--- config.mk ---
export PLATFORM = sky130hd
export DESIGN_NAME = mlp_sample_feeder_flat
export DESIGN_NICKNAME = d
export VERILOG_FILES = /design/src/rtl/mlp_sample_feeder_if.sv /design/src/rtl/mlp_sample_feeder.sv /design/src/flat_wrapper.sv
export SDC_FILE = /design/constraint.sdc
export NUM_CORES = 1
export LEC_CHECK = 0
export ABC_AREA = 1
export CORE_MARGIN = 2
export CORE_UTILIZATION = 25
export CTS_CLUSTER_SIZE = 25
export DETAILED_ROUTE_END_ITERATION = 8
export GPL_TIMING_DRIVEN = 0
export HOLD_SLACK_MARGIN = 0.1
export PLACE_DENSITY = 0.48
export SYNTH_ARGS = -nofsm -noshare
export SYNTH_HDL_FRONTEND = slang
export SYNTH_SLANG_ARGS = --single-unit
--- constraint.sdc ---
create_clock -name clk -period 4.27 [get_ports clk]
set_input_delay 0.854 -clock clk [delete_from_list [all_inputs] [get_ports clk]]
set_output_delay 0.854 -clock clk [all_outputs]
set_load 0.02 [all_outputs]
--- src/rtl/mlp_sample_feeder_if.sv ---
// mlp_sample_feeder_if: feature-in, mlp-side and result-out signals of the sample feeder
//   master: feeder side (drives wr_ready, mlp_data, mlp_new_data, res_valid/bit/tag/err)
//   slave : environment side (drives flush, wr_valid/data, mlp_output_ready/output, res_ready)
interface mlp_sample_feeder_if #(
    parameter int DATA_WIDTH   = 16,
    parameter int NUM_FEATURES = 2,
    parameter int TAG_W        = 8
);
    logic                                     flush;
    logic                                     wr_valid;
    logic                                     wr_ready;
    logic [DATA_WIDTH-1:0]                    wr_data;
    logic [NUM_FEATURES-1:0][DATA_WIDTH-1:0]  mlp_data;
    logic                                     mlp_new_data;
    logic                                     mlp_output_ready;
    logic                                     mlp_output;
    logic                                     res_valid;
    logic                                     res_ready;
    logic                                     res_bit;
    logic [TAG_W-1:0]                         res_tag;
    logic                                     res_err;
    modport master (
        input  flush, wr_valid, wr_data, mlp_output_ready, mlp_output, res_ready,
        output wr_ready, mlp_data, mlp_new_data, res_valid, res_bit, res_tag, res_err
    );
    modport slave (
        output flush, wr_valid, wr_data, mlp_output_ready, mlp_output, res_ready,
        input  wr_ready, mlp_data, mlp_new_data, res_valid, res_bit, res_tag, res_err
    );
endinterface

--- src/rtl/mlp_sample_feeder.sv ---
// mlp_sample_feeder: assembles feature words into samples, queues them, feeds mlp one at a time
//   clk, rst (async, active-high)
//   bus.master: flush, wr_valid/wr_ready/wr_data in, mlp_data/mlp_new_data out,
//               mlp_output_ready/mlp_output in, res_valid/res_ready/res_bit/res_tag/res_err out
//   MLP_FEEDER_TIMEOUT_EN: adds a WAIT watchdog of TIMEOUT_CYC cycles that flags res_err
module mlp_sample_feeder #(
    parameter int DATA_WIDTH   = 16,
    parameter int NUM_FEATURES = 2,
    parameter int DEPTH        = 4,
    parameter int TAG_W        = 8,
    parameter int TIMEOUT_CYC  = 64
) (
    input logic clk,
    input logic rst,
    mlp_sample_feeder_if.master bus
);
    localparam int AW = $clog2(DEPTH);
    localparam int IW = NUM_FEATURES > 1 ? $clog2(NUM_FEATURES) : 1;
    typedef logic [NUM_FEATURES-1:0][DATA_WIDTH-1:0] sample_t;
    typedef enum logic [1:0] {IDLE, ISSUE, WAIT, EMIT} state_t;
    state_t state, nxt;
    sample_t q [DEPTH];
    sample_t stage, full;
    logic [AW-1:0] wptr, rptr;
    logic [AW:0] count;
    logic [IW-1:0] idx;
    logic [TAG_W-1:0] tag_cnt;
    logic accept, last, commit, pop, expire;
    assign bus.wr_ready = count < (AW+1)'(DEPTH);
    assign accept = bus.wr_valid & bus.wr_ready;
    assign last = idx == IW'(NUM_FEATURES - 1);
    assign commit = accept & last & ~bus.flush;
    assign pop = state == IDLE && count != '0 && !bus.flush;
    // staging slots with the incoming word merged in, so the last word commits on its own edge
    always_comb begin
        full = stage;
        full[idx] = bus.wr_data;
    end
    always_ff @(posedge clk)
        if (commit) q[wptr] <= full;
    always_ff @(posedge clk or posedge rst)
        if (rst) begin
            wptr <= '0;
            rptr <= '0;
            count <= '0;
            idx <= '0;
            stage <= '0;
        end else if (bus.flush) begin
            wptr <= '0;
            rptr <= '0;
            count <= '0;
            idx <= '0;
        end else begin
            if (accept) stage <= full;
            if (accept) idx <= last ? '0 : idx + 1'b1;
            if (commit) wptr <= wptr + 1'b1;
            if (pop) rptr <= rptr + 1'b1;
            count <= count + (AW+1)'(commit) - (AW+1)'(pop);
        end
`ifdef MLP_FEEDER_TIMEOUT_EN
    localparam int CW = $clog2(TIMEOUT_CYC + 1);
    logic [CW-1:0] tmo;
    always_ff @(posedge clk or posedge rst)
        if (rst) tmo <= '0;
        else tmo <= state == WAIT ? tmo + 1'b1 : '0;
    assign expire = state == WAIT && tmo == CW'(TIMEOUT_CYC - 1);
`else
    assign expire = 1'b0;
`endif
    always_ff @(posedge clk or posedge rst)
        if (rst) state <= IDLE;
        else state <= nxt;
    always_comb begin
        nxt = state;
        case (state)
            IDLE:    nxt = pop ? ISSUE : IDLE;
            ISSUE:   nxt = WAIT;
            WAIT:    nxt = bus.mlp_output_ready || expire ? EMIT : WAIT;
            EMIT:    nxt = bus.res_ready ? IDLE : EMIT;
            default: nxt = IDLE;
        endcase
    end
    always_comb begin
        bus.mlp_new_data = state == ISSUE;
        bus.res_valid = state == EMIT;
    end
    // a real strobe beats a same-cycle expiry; an expiry reports bit 0 with the error flag
    always_ff @(posedge clk or posedge rst)
        if (rst) begin
            bus.mlp_data <= '0;
            bus.res_bit <= 1'b0;
            bus.res_tag <= '0;
            bus.res_err <= 1'b0;
            tag_cnt <= '0;
        end else begin
            if (pop) begin
                bus.mlp_data <= q[rptr];
                bus.res_tag <= tag_cnt;
                tag_cnt <= tag_cnt + 1'b1;
            end
            if (state == WAIT && (bus.mlp_output_ready || expire)) begin
                bus.res_bit <= bus.mlp_output_ready & bus.mlp_output;
                bus.res_err <= expire & ~bus.mlp_output_ready;
            end
        end
endmodule

--- src/flat_wrapper.sv ---
// flat-port wrapper written by rule: the top's interface ports become plain ports
module mlp_sample_feeder_flat 
#(
    parameter int DATA_WIDTH   = 16,
    parameter int NUM_FEATURES = 2,
    parameter int DEPTH        = 4,
    parameter int TAG_W        = 8,
    parameter int TIMEOUT_CYC  = 64
)
  (clk, rst, bus_flush, bus_wr_valid, bus_wr_data, bus_mlp_output_ready, bus_mlp_output, bus_res_ready, bus_wr_ready, bus_mlp_data, bus_mlp_new_data, bus_res_valid, bus_res_bit, bus_res_tag, bus_res_err);
  mlp_sample_feeder_if #(.DATA_WIDTH(DATA_WIDTH), .NUM_FEATURES(NUM_FEATURES), .TAG_W(TAG_W)) bus_i ();
  input logic clk;
  input logic rst;
  input wire logic [$bits(bus_i.flush)-1:0] bus_flush;
  input wire logic [$bits(bus_i.wr_valid)-1:0] bus_wr_valid;
  input wire logic [$bits(bus_i.wr_data)-1:0] bus_wr_data;
  input wire logic [$bits(bus_i.mlp_output_ready)-1:0] bus_mlp_output_ready;
  input wire logic [$bits(bus_i.mlp_output)-1:0] bus_mlp_output;
  input wire logic [$bits(bus_i.res_ready)-1:0] bus_res_ready;
  output wire logic [$bits(bus_i.wr_ready)-1:0] bus_wr_ready;
  output wire logic [$bits(bus_i.mlp_data)-1:0] bus_mlp_data;
  output wire logic [$bits(bus_i.mlp_new_data)-1:0] bus_mlp_new_data;
  output wire logic [$bits(bus_i.res_valid)-1:0] bus_res_valid;
  output wire logic [$bits(bus_i.res_bit)-1:0] bus_res_bit;
  output wire logic [$bits(bus_i.res_tag)-1:0] bus_res_tag;
  output wire logic [$bits(bus_i.res_err)-1:0] bus_res_err;
  assign bus_i.flush = bus_flush;
  assign bus_i.wr_valid = bus_wr_valid;
  assign bus_i.wr_data = bus_wr_data;
  assign bus_i.mlp_output_ready = bus_mlp_output_ready;
  assign bus_i.mlp_output = bus_mlp_output;
  assign bus_i.res_ready = bus_res_ready;
  assign bus_wr_ready = bus_i.wr_ready;
  assign bus_mlp_data = bus_i.mlp_data;
  assign bus_mlp_new_data = bus_i.mlp_new_data;
  assign bus_res_valid = bus_i.res_valid;
  assign bus_res_bit = bus_i.res_bit;
  assign bus_res_tag = bus_i.res_tag;
  assign bus_res_err = bus_i.res_err;
  mlp_sample_feeder #(.DATA_WIDTH(DATA_WIDTH), .NUM_FEATURES(NUM_FEATURES), .DEPTH(DEPTH), .TAG_W(TAG_W), .TIMEOUT_CYC(TIMEOUT_CYC)) u_core (.clk(clk), .rst(rst), .bus(bus_i));
endmodule
==> results_dict.tcl, run 1 <==
set metrics [dict create \
    status "finished, final reports clean" \
    r2r-start "u_core.state[1]$_DFF_PP0_" \
    final_util 0.311 \
    postCtsHoldBufs 0 \
    cts_htree_levels 1 \
    max-cap-violations 0 \
    start_kind "input pin" \
    clockBufferDepth 3 \
    slew_viol_final 0 \
    fp-row-count 70 \
    die_w_um 195 \
    fin_crit_ps 2890 \
    hold_viol 0 \
    grt_max_degree 51 \
    clkLatencyLatePin_ps 540 \
    finalCritPeriodShare 0.676 \
    crit_required_ps 4670 \
    cellLeakagePower_nw 4.55 \
    area_growth_pct 23.5 \
    die_h_um 195 \
    fin_worst_skew_ps 19.4 \
    yosysWarnings 0 \
    cts_resized 0 \
    overflow 0 \
    end_kind "flop" \
    reg2reg_slack_ps 1840 \
    finalSetupTns_ps 0 \
    yosysUniqueCellTypes 27 \
    groute.usage.overall 0.126 \
    syn_inst 881 \
    ir_drop_v 0.000256 \
    drt_wl_total_um 23400 \
    cp_max_fo 10 \
    core-area_um2 36300 \
    worst_path_most_repeated_cell "inv_1" \
    crit_path_end "u_core.count[2]$_DFF_PP0_" \
    clockRootBuffer "clkbuf_16" \
    rsz0062_at_grt "false" \
    design.die.area_um2 38100 \
    path_clk_slew_ps 50 \
    powerDensity_nw_per_um2 574 \
    drt-wirelength-per-cell_um 15.9 \
    tightestPinTransition_ps 732 \
    cts_setup_buffers 0 \
    placed_cells 1420 \
    vias_per_cell 4.23 \
    drt_iter0_drc 335 \
    io_pins 68 \
    max_freq_ghz 0.347 \
    final_cells 1466 \
    dr.pass1.iters 4 \
    synth-seq-cells 219 \
    syn-num-nets 912 \
    drc 0 \
    hold_ws_ps 478 \
    cts_sinks 219 \
    crit_chain "clkdlybuf4s50_1, inv_2, nand3_2, inv_1, buf_2, ha_1, inv_1, ha_1, inv_1, fa_1, xor2_1, nor2_1" \
    critPathSlowestCell "clkdlybuf4s50_1" \
    critPathMaxStageDelay_ps 550 \
    cts_tree "yes" \
    syn_area_um2 9130 \
    startpoint "bus_flush" \
    diodes 0 \
    syn_area_per_cell_um2 10.4 \
    gp_routability_congestion 0.739 \
    postRouteAntennaNets 0 \
    cts_buffers 25 \
    dpl.hpwl_um 15600 \
    grt_pass1_vias 6327 \
    timing.final.ws_setup_ps 1380 \
    path_class "in -> reg" \
    r2r_end "u_core.count[2]$_DFF_PP0_" \
    vias 6206 \
    initial_utilization 0.252 \
    nNetsFinal 1010 \
    dp_slack_ps 793 \
    relSlewSlack 0.507 \
    drive_gt1_frac 0.0962 \
    worst_ep_arrival_time_ps 3280 \
    reg2regPathDepth 11 \
    grt_pass1_wl_um 37400 \
    hold_class "reg -> reg" \
    setup_viol_count_final 0 \
    antenna_found_initial 0 \
    yosysSeqAreaShare 0.670 \
    portBuffers 66 \
]
layer usage:
metal,vias up,wire length [um],part of all wire,track usage
li1,3067,-,-,-
met1,2997,10800,0.46,0.170
met2,110,11200,0.48,0.212
met3,32,777,0.033,0.0159
met4,0,526,0.022,0.0368
met5,-,0,0,0
report_power, final:
part	total [W]	internal (W)	switching (W)
sequential	0.00280	0.00265	0.000153
combinational	0.00170	0.000648	0.00105
clock	0.00198	0.00112	0.000855
synthesized netlist by cell type, drive strengths merged:
master / count / area [um^2]
a21oi: 1 / 5.00
buf: 35 / 254
clkbuf: 10 / 38.8
conb: 1 / 3.75
dfrtp: 91 / 2280
edfxtp: 128 / 3840
fa: 1 / 20.0
ha: 7 / 87.6
inv: 61 / 229
nand2: 242 / 908
nand3: 10 / 55.1
nor2: 112 / 428
o211ai: 1 / 7.51
o21ai: 142 / 714
o21bai: 1 / 7.51
or2: 32 / 200
xnor2: 2 / 17.5
xor2: 4 / 35.0
worst max-delay path: cells and delay by family:
kind	cells	cell delay (ps)
fa+ha+maj	3	780
xor+xnor	1	170
simple gates	2	180
buf+inv	6	1310
layout by cell type (no fill, tap or decap), types with 2 or more instances in the layout:
cell,netlist,final
nand3_1,9,9
buf_16,0,2
buf_12,0,3
o21ai_0,103,103
clkinv_2,0,9
edfxtp_1,128,128
nor2_1,111,107
dfrtp_1,91,91
xnor2_1,2,2
xor2_1,4,4
inv_2,4,4
inv_1,57,56
ha_1,7,7
clkbuf_1,9,16
buf_2,20,20
or2_0,27,27
clkbuf_16,0,25
or2_2,5,5
nor2_4,1,5
buf_6,11,11
clkdlybuf4s50_1,0,66
clkbuf_8,0,2
nand2_1,242,242
buf_4,4,4
o21ai_1,38,38
cell type report:
cell class / count / area [um^2]
fillers: 3771 / 25000
flip-flops and latches: 219 / 6120
multi-input cells: 556 / 2520
repair buffers: 71 / 776
clock buffers: 34 / 679
well taps: 468 / 586
plain buffers: 45 / 293
inverters: 61 / 231
clock inverters: 12 / 76.3
cell families after synthesis:
logic type | synth area share
and+or+nand+nor | 0.174
adders and majority gates | 0.0118
other | 0.000411
xor gates and xnor gates | 0.00575
buffers and inverters | 0.0571
AOI/OAI and AO/OA | 0.0804
DFF | 0.670
how the worst min path moves through the flow:
stage | from | endpoint | slack, ps | cells past startpoint
floorplan | u_core.tag_cnt[7]$_DFFE_PP0P_ | u_core.tag_cnt[7]$_DFFE_PP0P_ | 480 | 3
global placement | u_core.bus.mlp_data[2]$_DFFE_PP0P_ | u_core.bus.mlp_data[2]$_DFFE_PP0P_ | 460 | 2
detailed placement | u_core.bus.mlp_data[7]$_DFFE_PP0P_ | u_core.bus.mlp_data[7]$_DFFE_PP0P_ | 470 | 2
CTS | u_core.bus.mlp_data[7]$_DFFE_PP0P_ | u_core.bus.mlp_data[7]$_DFFE_PP0P_ | 480 | 2
global route | u_core.bus.mlp_data[26]$_DFFE_PP0P_ | u_core.bus.mlp_data[26]$_DFFE_PP0P_ | 500 | 2
finish | u_core.bus.res_tag[4]$_DFFE_PP0P_ | u_core.bus.res_tag[4]$_DFFE_PP0P_ | 480 | 2
through the flow:
stage	total power, W	area (um^2)
4_1_cts	0.00658	11300
5_1_grt	0.00687	11300
6_report	0.00648	11300
2_1_floorplan	0.00383	9130
3_3_place_gp	0.00455	10400
3_5_place_dp	0.00457	10500
state kept, by name, indices dropped and copies added, names as in the netlist:
| name | flops |
|---|---|
| u_core.stage | 32 |
| u_core.wptr | 2 |
| u_core.bus.mlp_data | 32 |
| u_core.q | 128 |
| u_core.tag_cnt | 8 |
| u_core.idx | 1 |
| u_core.count | 3 |
| u_core.bus.res_bit | 1 |
| u_core.state | 2 |
| u_core.bus.res_tag | 8 |
| u_core.rptr | 2 |
Note: power is estimated with default switching activity, not from simulation.
==> inputs of run 2 (changes only) <==
PLACE_DENSITY = 0.49   (was 0.48)
clock period = 2.5 ns   (was 4.27 ns; I/O delays follow)
==> run 2 against run 1 <==
  * Setup slack worse by 1200 ps
  * Routed wire length down 1.5%
  * Non-clock buffer count up 2
  * Largest cell class unchanged
  * Sequential cell count unchanged
  * Register-to-register slack worse by 1600 ps
  * Count of clock-buffer cells in the layout down 6
  * Die area unchanged
==> results_dict.tcl, run 2 (synthesis results as in run 1) <==
set metrics [dict create \
    status "finished, final reports clean" \
    portBuffers 66 \
    clkLatencyLatePin_ps 530 \
    slew_viol_final 0 \
    design.die.area_um2 38100 \
    reg2reg_slack_ps 230 \
    crit_required_ps 2880 \
    ff_latch_area_um2 6120 \
    largestRegisters "u_core.q x128, u_core.bus.mlp_data x32, u_core.stage x32" \
    critPathSlowestCell "clkdlybuf4s50_1" \
    dr.max_layer_used "met4" \
    hold_class "in -> async" \
    drive_gt1_frac 0.103 \
    end_kind "flop" \
    nNetsFinal 1011 \
    worst_ep_arrival_time_ps 2720 \
    crit_buf_inv 6 \
    grt_pass1_wl_um 36100 \
    routed-wl-met2_um 11100 \
    rsz0062_at_grt "false" \
    r2r_end "u_core.count[2]$_DFF_PP0_" \
    cts_tree "yes" \
    grt_pass1_vias 6147 \
    tightestPinTransition_ps 773 \
    cp.depth 12 \
    relSlewSlack 0.479 \
    antenna_found_initial 0 \
    timing.final.ws_setup_ps 166 \
    postCtsHoldBufs 0 \
    dp_slack_ps -628 \
    grt_max_degree 38 \
    gp_routability_congestion 0.755 \
    reg2regPathDepth 11 \
    fp-row-count 70 \
    fin_worst_skew_ps 25.7 \
    cts_htree_levels 1 \
    overflow 0 \
    largest_reg_flops 128 \
    core-area_um2 36300 \
    cellLeakagePower_nw 4.59 \
    max-cap-violations 0 \
    dr_wl_met3_um 1010 \
    setup_viol_count_final 0 \
    clockBufferDepth 3 \
    start_kind "input pin" \
    cp_max_fo 10 \
    path_class "in -> reg" \
    io_pins 68 \
    drt_wl_total_um 23000 \
    mostFrequentLayoutCell "nand2_1" \
    drt-wirelength-per-cell_um 15.7 \
    vias 6087 \
    max_freq_ghz 0.429 \
    path_clk_slew_ps 60 \
    clockRootBuffer "clkbuf_16" \
    largest-register "u_core.q" \
    ir_drop_v 0.000503 \
    groute.usage.overall 0.123 \
    diodes 0 \
    crit_path_end "u_core.count[2]$_DFF_PP0_" \
    dpl.hpwl_um 15400 \
    drt_iter0_drc 319 \
    r2r-start "u_core.state[1]$_DFF_PP0_" \
    cts_buffers 24 \
    area_growth_pct 24.7 \
    startpoint "bus_flush" \
    drt-met1-wl_um 10500 \
    vias_per_cell 4.15 \
    die_h_um 195 \
    hold_viol 0 \
    crit_chain "clkdlybuf4s50_1, inv_2, nand3_2, inv_2, buf_4, ha_1, inv_1, ha_1, inv_1, fa_1, xor2_1, nor2_1" \
    postRouteAntennaNets 0 \
    dr.pass1.iters 4 \
    multi_input_area_um2 2520 \
    crit_family "buffers and inverters" \
    most-common-layout-cells "nand2_1 (242), edfxtp_1 (128), nor2_1 (107), o21ai_0 (103), dfrtp_1 (91)" \
    critPathMaxStageDelay_ps 640 \
    die_w_um 195 \
    cts_sinks 219 \
    finalCritPeriodShare 0.933 \
    drc 0 \
    fillers 3722 \
    fin_crit_ps 2330 \
    powerDensity_nw_per_um2 1000 \
    finalSetupTns_ps 0 \
    initial_utilization 0.252 \
]
## run 2: final cells by class
class / count / area share
inverter: 61 / 0.0204
clock buffer: 28 / 0.0558
clock inverter: 16 / 0.0181
sequential: 219 / 0.537
multi-input combinational: 556 / 0.221
buffer: 45 / 0.0259
tap: 468 / 0.0514
timing repair buffer: 73 / 0.0699
## run 2: worst min-delay path by stage
stage | startpoint | endpoint | slack, ps | cells past startpoint
4_1_cts | rst | u_core.bus.mlp_data[22]$_DFFE_PP0P_ | 400 | 2
3_3_place_gp | u_core.bus.mlp_data[22]$_DFFE_PP0P_ | u_core.bus.mlp_data[22]$_DFFE_PP0P_ | 460 | 2
2_1_floorplan | u_core.tag_cnt[7]$_DFFE_PP0P_ | u_core.tag_cnt[7]$_DFFE_PP0P_ | 480 | 3
5_1_grt | rst | u_core.bus.mlp_data[22]$_DFFE_PP0P_ | 420 | 2
6_report | rst | u_core.bus.mlp_data[19]$_DFFE_PP0P_ | 380 | 2
3_5_place_dp | u_core.bus.mlp_data[23]$_DFFE_PP0P_ | u_core.bus.mlp_data[23]$_DFFE_PP0P_ | 470 | 2
## run 2: worst register-to-register path, delay by kind of cell, from the launching register on
kind / cells / cell delay (ps)
buf+inv: 4 / 460
fa+ha+maj: 3 / 730
xor+xnor: 1 / 160
simple gates: 3 / 390
flops: 1 / 410
## run 2: power breakdown
part	internal, W	switching (W)
clock network	0.00225	0.00148
registers	0.00452	0.000255
logic	0.00111	0.00180
total	0.00788	0.00353
## run 2: metrics by stage
| stage | cell area, um^2 | hold WS [ps] | utilization | power [W] | cells |
|---|---|---|---|---|---|
| 2_1_floorplan | 9140 | 480 | - | 0.00654 | 881 |
| 3_3_place_gp | 10400 | 464 | 0.286 | 0.00776 | 1415 |
| 3_5_place_dp | 10500 | 468 | 0.291 | 0.00781 | 1421 |
| 4_1_cts | 11400 | 404 | 0.314 | 0.0116 | 1466 |
| 5_1_grt | 11400 | 424 | 0.314 | 0.0121 | 1466 |
| 6_report | 11400 | 384 | 0.314 | 0.0114 | 1466 |
## run 2: routing by layer
layer	GRT usage	vias up
met4	0.0359	0
met2	0.210	101
met1	0.162	2890
met5	0	-
met3	0.0176	30
li1	-	3066
## run 2: what timing repair did
item / CTS / global route
gates resized for setup: 1 / 1
endpoints found under the setup margin: 2 / 1
hold endpoints to repair: 0 / 0
buffers inserted: 1 / 0
